===== src/rtl/seg_scan_driver.sv =====
// Nine-digit multiplexed seven-segment scanner with dead-time blanking,
// frame-coherent shadow capture and a frame-paced scroll step pulse.
module seg_scan_driver #(
  parameter int PRESCALE      = 100000,
  parameter int BLANK_CYCLES  = 16,
  parameter int SCROLL_FRAMES = 60
) (
  input  logic       clock,
  input  logic       reset,
  input  logic [4:0] d1,
  input  logic [4:0] d2,
  input  logic [4:0] d3,
  input  logic [4:0] d4,
  input  logic [4:0] d5,
  input  logic [4:0] d6,
  input  logic [4:0] d7,
  input  logic [4:0] d8,
  input  logic [4:0] d9,
  input  logic       scroll_en,
  output logic [8:0] an,
  output logic [6:0] seg,
  output logic       step,
  output logic       frame_start
);

  localparam int CW = (PRESCALE > 2) ? $clog2(PRESCALE) : 1;
  localparam int FW = (SCROLL_FRAMES > 1) ? $clog2(SCROLL_FRAMES) : 1;
  localparam logic [CW-1:0] CNT_LAST = CW'(PRESCALE - 1);
  localparam logic [FW-1:0] FC_LAST  = FW'(SCROLL_FRAMES - 1);
  localparam logic [4:0]    BLANK_CODE = 5'h10;

  logic [CW-1:0] cnt;
  logic [3:0]    idx;
  logic [FW-1:0] fc;
  logic [4:0]    shadow [9];

  logic       slot_end;
  logic       frame_end;
  logic       blanking;
  logic [4:0] cur_code;
  logic [6:0] cur_glyph;

  // Slot / frame boundary and dead-time qualifiers
  always_comb begin
    slot_end  = (cnt == CNT_LAST);
    frame_end = slot_end && (idx == 4'd8);
    blanking  = (int'(cnt) < BLANK_CYCLES);
    cur_code  = shadow[idx];
  end

  // Active-low gfedcba glyph for the digit in the current slot
  always_comb begin
    cur_glyph = 7'h7F;
    if (!cur_code[4]) begin
      unique case (cur_code[3:0])
        4'h0: cur_glyph = 7'h40;
        4'h1: cur_glyph = 7'h79;
        4'h2: cur_glyph = 7'h24;
        4'h3: cur_glyph = 7'h30;
        4'h4: cur_glyph = 7'h19;
        4'h5: cur_glyph = 7'h12;
        4'h6: cur_glyph = 7'h02;
        4'h7: cur_glyph = 7'h78;
        4'h8: cur_glyph = 7'h00;
        4'h9: cur_glyph = 7'h10;
        4'hA: cur_glyph = 7'h08;
        4'hB: cur_glyph = 7'h03;
        4'hC: cur_glyph = 7'h46;
        4'hD: cur_glyph = 7'h21;
        4'hE: cur_glyph = 7'h06;
        4'hF: cur_glyph = 7'h0E;
        default: cur_glyph = 7'h7F;
      endcase
    end
  end

  // Slot counter and digit index
  always_ff @(posedge clock or negedge reset) begin
    if (!reset) begin
      cnt <= '0;
      idx <= '0;
    end else if (slot_end) begin
      cnt <= '0;
      idx <= (idx == 4'd8) ? 4'd0 : idx + 4'd1;
    end else begin
      cnt <= cnt + CW'(1);
    end
  end

  // Whole-frame snapshot of the digit codes, taken at the frame wrap
  always_ff @(posedge clock or negedge reset) begin
    if (!reset) begin
      for (int i = 0; i < 9; i++) shadow[i] <= BLANK_CODE;
    end else if (frame_end) begin
      shadow[0] <= d1;
      shadow[1] <= d2;
      shadow[2] <= d3;
      shadow[3] <= d4;
      shadow[4] <= d5;
      shadow[5] <= d6;
      shadow[6] <= d7;
      shadow[7] <= d8;
      shadow[8] <= d9;
    end
  end

  // Frame counter and scroll step pulse
  always_ff @(posedge clock or negedge reset) begin
    if (!reset) begin
      fc   <= '0;
      step <= 1'b0;
    end else begin
      step <= frame_end && scroll_en && (fc == FC_LAST);
      if (frame_end && scroll_en)
        fc <= (fc == FC_LAST) ? '0 : fc + FW'(1);
    end
  end

  // Registered anode / cathode drive and frame marker
  always_ff @(posedge clock or negedge reset) begin
    if (!reset) begin
      an          <= 9'h1FF;
      seg         <= 7'h7F;
      frame_start <= 1'b0;
    end else begin
      frame_start <= (cnt == '0) && (idx == 4'd0);
      if (blanking) begin
        an  <= 9'h1FF;
        seg <= 7'h7F;
      end else begin
        an  <= ~(9'h001 << idx);
        seg <= cur_glyph;
      end
    end
  end

endmodule


===== config.mk =====
export PLATFORM = sky130hd
export DESIGN_NAME = seg_scan_driver
export DESIGN_NICKNAME = d
export VERILOG_FILES = /design/src/rtl/seg_scan_driver.sv
export SDC_FILE = /design/constraint.sdc
export NUM_CORES = 1
export LEC_CHECK = 0
export CORE_MARGIN = 2
export CORE_UTILIZATION = 54
export DETAILED_ROUTE_END_ITERATION = 6
export PLACE_DENSITY = 0.8
export SETUP_SLACK_MARGIN = 0.3
export SLEW_MARGIN = 10
export SYNTH_ARGS = -nofsm -noshare
export SYNTH_HDL_FRONTEND = slang
export SYNTH_SLANG_ARGS = --single-unit

===== constraint.sdc =====
create_clock -name clock -period 3.25 [get_ports clock]
set_input_delay 0.65 -clock clock [delete_from_list [all_inputs] [get_ports clock]]
set_output_delay 0.65 -clock clock [all_outputs]
set_load 0.1 [all_outputs]

### Word level (Yosys, flattened, before mapping)

Memories as Yosys holds them, arrays and structs flattened.
Index checks and enable logic that the tools add are counted.

| storage, ports and cells | value |
|---|---|
| memory bits (read-only) | 112 |
| word-level logic and storage cells | 43 |
| output and inout port bits | 18 |
| flip-flop bits (word level) | 90 |
| input port bits | 48 |
| memories kept | 1 |

| operators by class | value |
|---|---|
| bitwise gates (word level) | 2 |
| mux-type cells | 9 |
| shifts and indexed selects | 1 |
| order comparisons | 2 |
| equality and inequality tests | 3 |
| add/subtract/negate cells | 3 |
| reduce and logical (&&, ||, !) cells | 6 |

Memory list:

| name | depth | width | read ports | clocked after Yosys merged registers in | wr ports | RTL line | source |
|---|---|---|---|---|---|---|---|
| (no name shown) | 16 | 7 | 1 | 0 | 0 | 55 | `unique case (cur_code[3:0])` |

Operators by type and width:

| cell | count |
|---|---|
| $bmux 5 s4 | 1 |
| $add 17x1->17 const B | 1 |
| $eq 17x17->1 const B | 1 |
| $logic_not 17->1 | 1 |
| $lt 17x5->1 const B | 1 |
| $mux 17 | 1 |
| $mux 7 | 2 |
| $mux 5 | 2 |
| $mux 9 | 1 |
| $not 9->9 | 1 |
| $shl 1x4->9 const A | 1 |
| $add 6x1->6 const B | 1 |
| $eq 6x6->1 const B | 1 |
| $mux 6 | 1 |
| $ge 5x5->1 const B | 1 |
| $not 4->5 | 1 |
| $add 4x1->4 const B | 1 |
| $eq 4x4->1 const B | 1 |
| $logic_and 1x1->1 | 4 |
| $logic_not 4->1 | 1 |
| $mux 4 | 1 |

### Logic depth before layout (Yosys ltp)

An unclocked memory read counts as a cell.

| logic depth | value |
|---|---|
| depth after elaboration | 7 |
| depth in mapped cells | 10 |
| mapped depth without buffers | 8 |

### Worst setup path after synthesis

Ideal clock, no wire load.

| timing | value |
|---|---|
| path type | register to register |
| start point | register idx[0] |
| end point | register seg[0] |
| path buffers | 0 |
| stages on the path, launching flop included | 9 |
| slack | 0.455 ns |
| arrival time | 2.709 ns |
| clock period less this slack | 2.795 ns |
| required time | 3.164 ns |
| library setup time | 0.086 ns |
| cells stage by stage | dfrtp_1 > mux4_2 > or2_2 > a22oi_1 > inv_1 > ha_1 > o211a_1 > mux2_1 > a2111o_1 |

| between the ends | value |
|---|---|
| longest elaborated chain between the ends | 7 |

Ends and longest elaborated chain:

| item | RTL line | source |
|---|---|---|
| start: declaration | 33 | `logic [3:0] idx;` |
| start signal: assignment | 84 | `idx <= (idx == 4'd8) ? 4'd0 : idx + 4'd1;` |
| $not 4->5 (implied by the code) * | 48 | `cur_code = shadow[idx];` |
| $bmux 5 s4 * | 48 |  |
| $mux 5 (implied by the code) * (2 in series) | 48 |  |
| $mem_v2 16x7 | - |  |
| $mux 7 * | 54 | `if (!cur_code[4]) begin` |
| $mux 7 * | 127 | `if (blanking) begin` |
| end signal: assignment | 132 | `seg <= cur_glyph;` |
| end: declaration | 21 | `output logic [6:0] seg,` |

Every way passes the cells marked *; elsewhere a longest branch is shown, timed or not. The select of a mux whose other input is x is not followed.
A chain may end at the register's enable or synchronous reset.

### Worst setup path in the final report

| timing | value |
|---|---|
| start point | register idx[1] |
| end point | register seg[0] |

The elaborated chain is that of the path after synthesis.

==> impl_metrics.ini <==
[place]
placed_cell_area_mm2 = 0.00512
place.gp.congestion = 0.897
placed_cells = 517
place_hpwl_um = 6220
numPortBuffers = 65
pre_cts_ws_ns = 0.216

[timing]
holdWs_ns = 0.470
setup_tns_ns = 0
finalSetupViolCount = 0
hold_viol_final = 0
slew_viol_final = 0
fin_skew_ns = 0.0130
worst_pin_slew_ns = 1.02
fin_ws_ns = 0.404
finalCriticalPeriod_ns = 2.85
grt_setup_unrepaired = no
maxSlewHeadroom_pct = 31.9
fmax_mhz = 351
finalCritPeriodShare_pct = 87.6

[route]
drt-total-wl_um = 8980
dr.pass1.iters = 4
drcViolationCount = 0
drt_iter0_markers = 188
routed-via-count = 3037
antenna_left = 0
vias_per_cell = 5.67
wl_per_cell_um = 16.8

[clock_network]
clock_tree.root_cell = clkbuf_8
cts_max_level = 3
numCtsBuffers = 9
clk_pin_slew_ns = 0.10
clock-sinks = 90
clock_latency_ns = 0.36
cts_tree = yes
holdBufCountCts = 0
clk_path_buf_depth = 2

[synthesis]
synth_cell_types = 56
syn_inst = 354
ys_seq_area_share_pct = 51.9
yosys_warnings = 0
synth_nets = 417
synth_area_mm2 = 0.00440
synth_area_leaders = dfrtp_1 37%, dfstp_2 15%, mux2_2 13%
yosys_register_bits = 90
synth_edf_count = 0
yosys.area.top_type = dfrtp_1
yosys.area.top_type_share_pct = 37.0
syn_avg_cell_area_um2 = 12.4
async_flop_share_pct = 100
synth_flop_cell = dfrtp_1

[global_route]
grt_pass1_vias = 3005
antenna_found_initial = 0
grt_pass1_wl_um = 15200
grt_max_degree = 86
grt_use_total_pct = 22.2
overflow = 0

[critical_path]
cp.required_ns = 3.53
endpoint_kind = flip-flop
crit_type = reg -> reg
cp_max_fo = 14
arrival_ns = 3.12
reg2reg_slack_ns = 0.40
cp-start-kind = flip-flop

[floorplan]
io_pins = 66
fp.dieArea_mm2 = 0.00888
die_h_um = 94.2
coreArea_mm2 = 0.00781
start_util_pct = 56.3
row_count = 32
fp.dieW_um = 94.2

[layout]
fin_util_pct = 68.9
layout-drive-gt1-share_pct = 31.6
instances_no_fill = 536
diodes = 0
layout.nets = 492
final_area_mm2 = 0.00538
area_delta_synth_final_pct = 22.4

[pwr]
power.leakage_nw = 2.46
power.density_mw_per_mm2 = 387
max-vdd-ir-drop_uv = 270
finalPower_mw = 2.08

[status]
run_status = completed

[job]
cap_violations = 0

[hold_path]
min_path_type = in -> async
-- registers in the layout (all words and copies together), names as in the netlist --
register     cells
an               9
cnt             17
fc               6
frame_start      1
idx              4
seg              7
shadow          45
step             1
-- metal layers --
metal	global-route usage [%]	share of wire (%)	vias up
met5	0	0	-
met4	6.04	1.3	0
met3	4.90	4.8	10
met2	35.1	47	90
met1	31.1	47	1503
li1	-	-	1434
-- synth_stat cells (4+ instances only) --
cell and n:
dfrtp_1 65, dfstp_2 25, nor4_1 5, nor2b_1 8, mux4_2 4, nor2_1 19
and3_1 4, mux2i_1 6, inv_1 13, nand2_1 27, and2_1 4, o21ai_0 10
a21oi_1 6, mux2_2 51, ha_1 15, buf_2 5, nor3_1 5, nand4_1 5
xor2_1 5, nand3_1 10, xnor2_1 7
-- worst paths after layout --
path	endpoint	cells past startpoint	start
worst max-delay path	seg[0]$_DFF_PN1_	9	idx[1]$_DFFE_PN0N_
worst min-delay path	shadow[38]$_DFFE_PN0P_	1	reset
worst max register to register	seg[0]$_DFF_PN1_	9	idx[1]$_DFFE_PN0N_
worst min register to register	shadow[31]$_DFFE_PN0P_	1	shadow[31]$_DFFE_PN0P_
max in group asynchronous	shadow[29]$_DFFE_PN1P_	2	reset
min in group clock	shadow[31]$_DFFE_PN0P_	1	shadow[31]$_DFFE_PN0P_
-- critical path, stage by stage, from the launching register on --
cell,delay [ns]
dfrtp_4,0.58
buf_4,0.20
buf_4,0.16
a211oi_1,0.33
o41a_1,0.32
inv_1,0.11
ha_1,0.25
o211a_1,0.17
mux2_1,0.29
a2111o_1,0.34
-- cell families after synthesis --
group | after synthesis | share of synthesized area [%]
and+or+nand+nor | 102 | 12.5
DFF | 90 | 51.9
muxes | 64 | 17.7
AOI/OAI and AO/OA | 45 | 8.06
buffers and inverters | 26 | 3.13
adders and majority gates | 15 | 4.27
xor gates and xnor gates | 12 | 2.39
-- cells in the final DEF, fill, tap and decap left out, drive strengths merged, types with 15 or more instances in the layout --
master         count
nand2             27
dfstp             25
ha                15
mux2              53
inv               15
buf               31
dfrtp             65
nor2              20
clkdlybuf4s50     46
-- repair_timing --
| action | CTS | global route |
|---|---|---|
| buffers inserted | 0 | 3 |
| gates resized for setup | 1 | 2 |
| setup endpoints to repair | 1 | 1 |
| pin swaps | 0 | 1 |
-- where the power goes --
group / internal, mW / switching (mW)
combinational: 0.0503 / 0.0300
sequential: 1.12 / 0.000583
clock: 0.465 / 0.416
-- cell type report --
cell class	count	area, µm²
well taps	102	128
fillers	544	2430
multi-input cells	238	1970
clock inverters	6	97.6
repair buffers	77	706
inverters	13	48.8
flip-flops and latches	90	2290
clock buffers	10	138
Note: power is estimated with default switching activity, not from simulation.
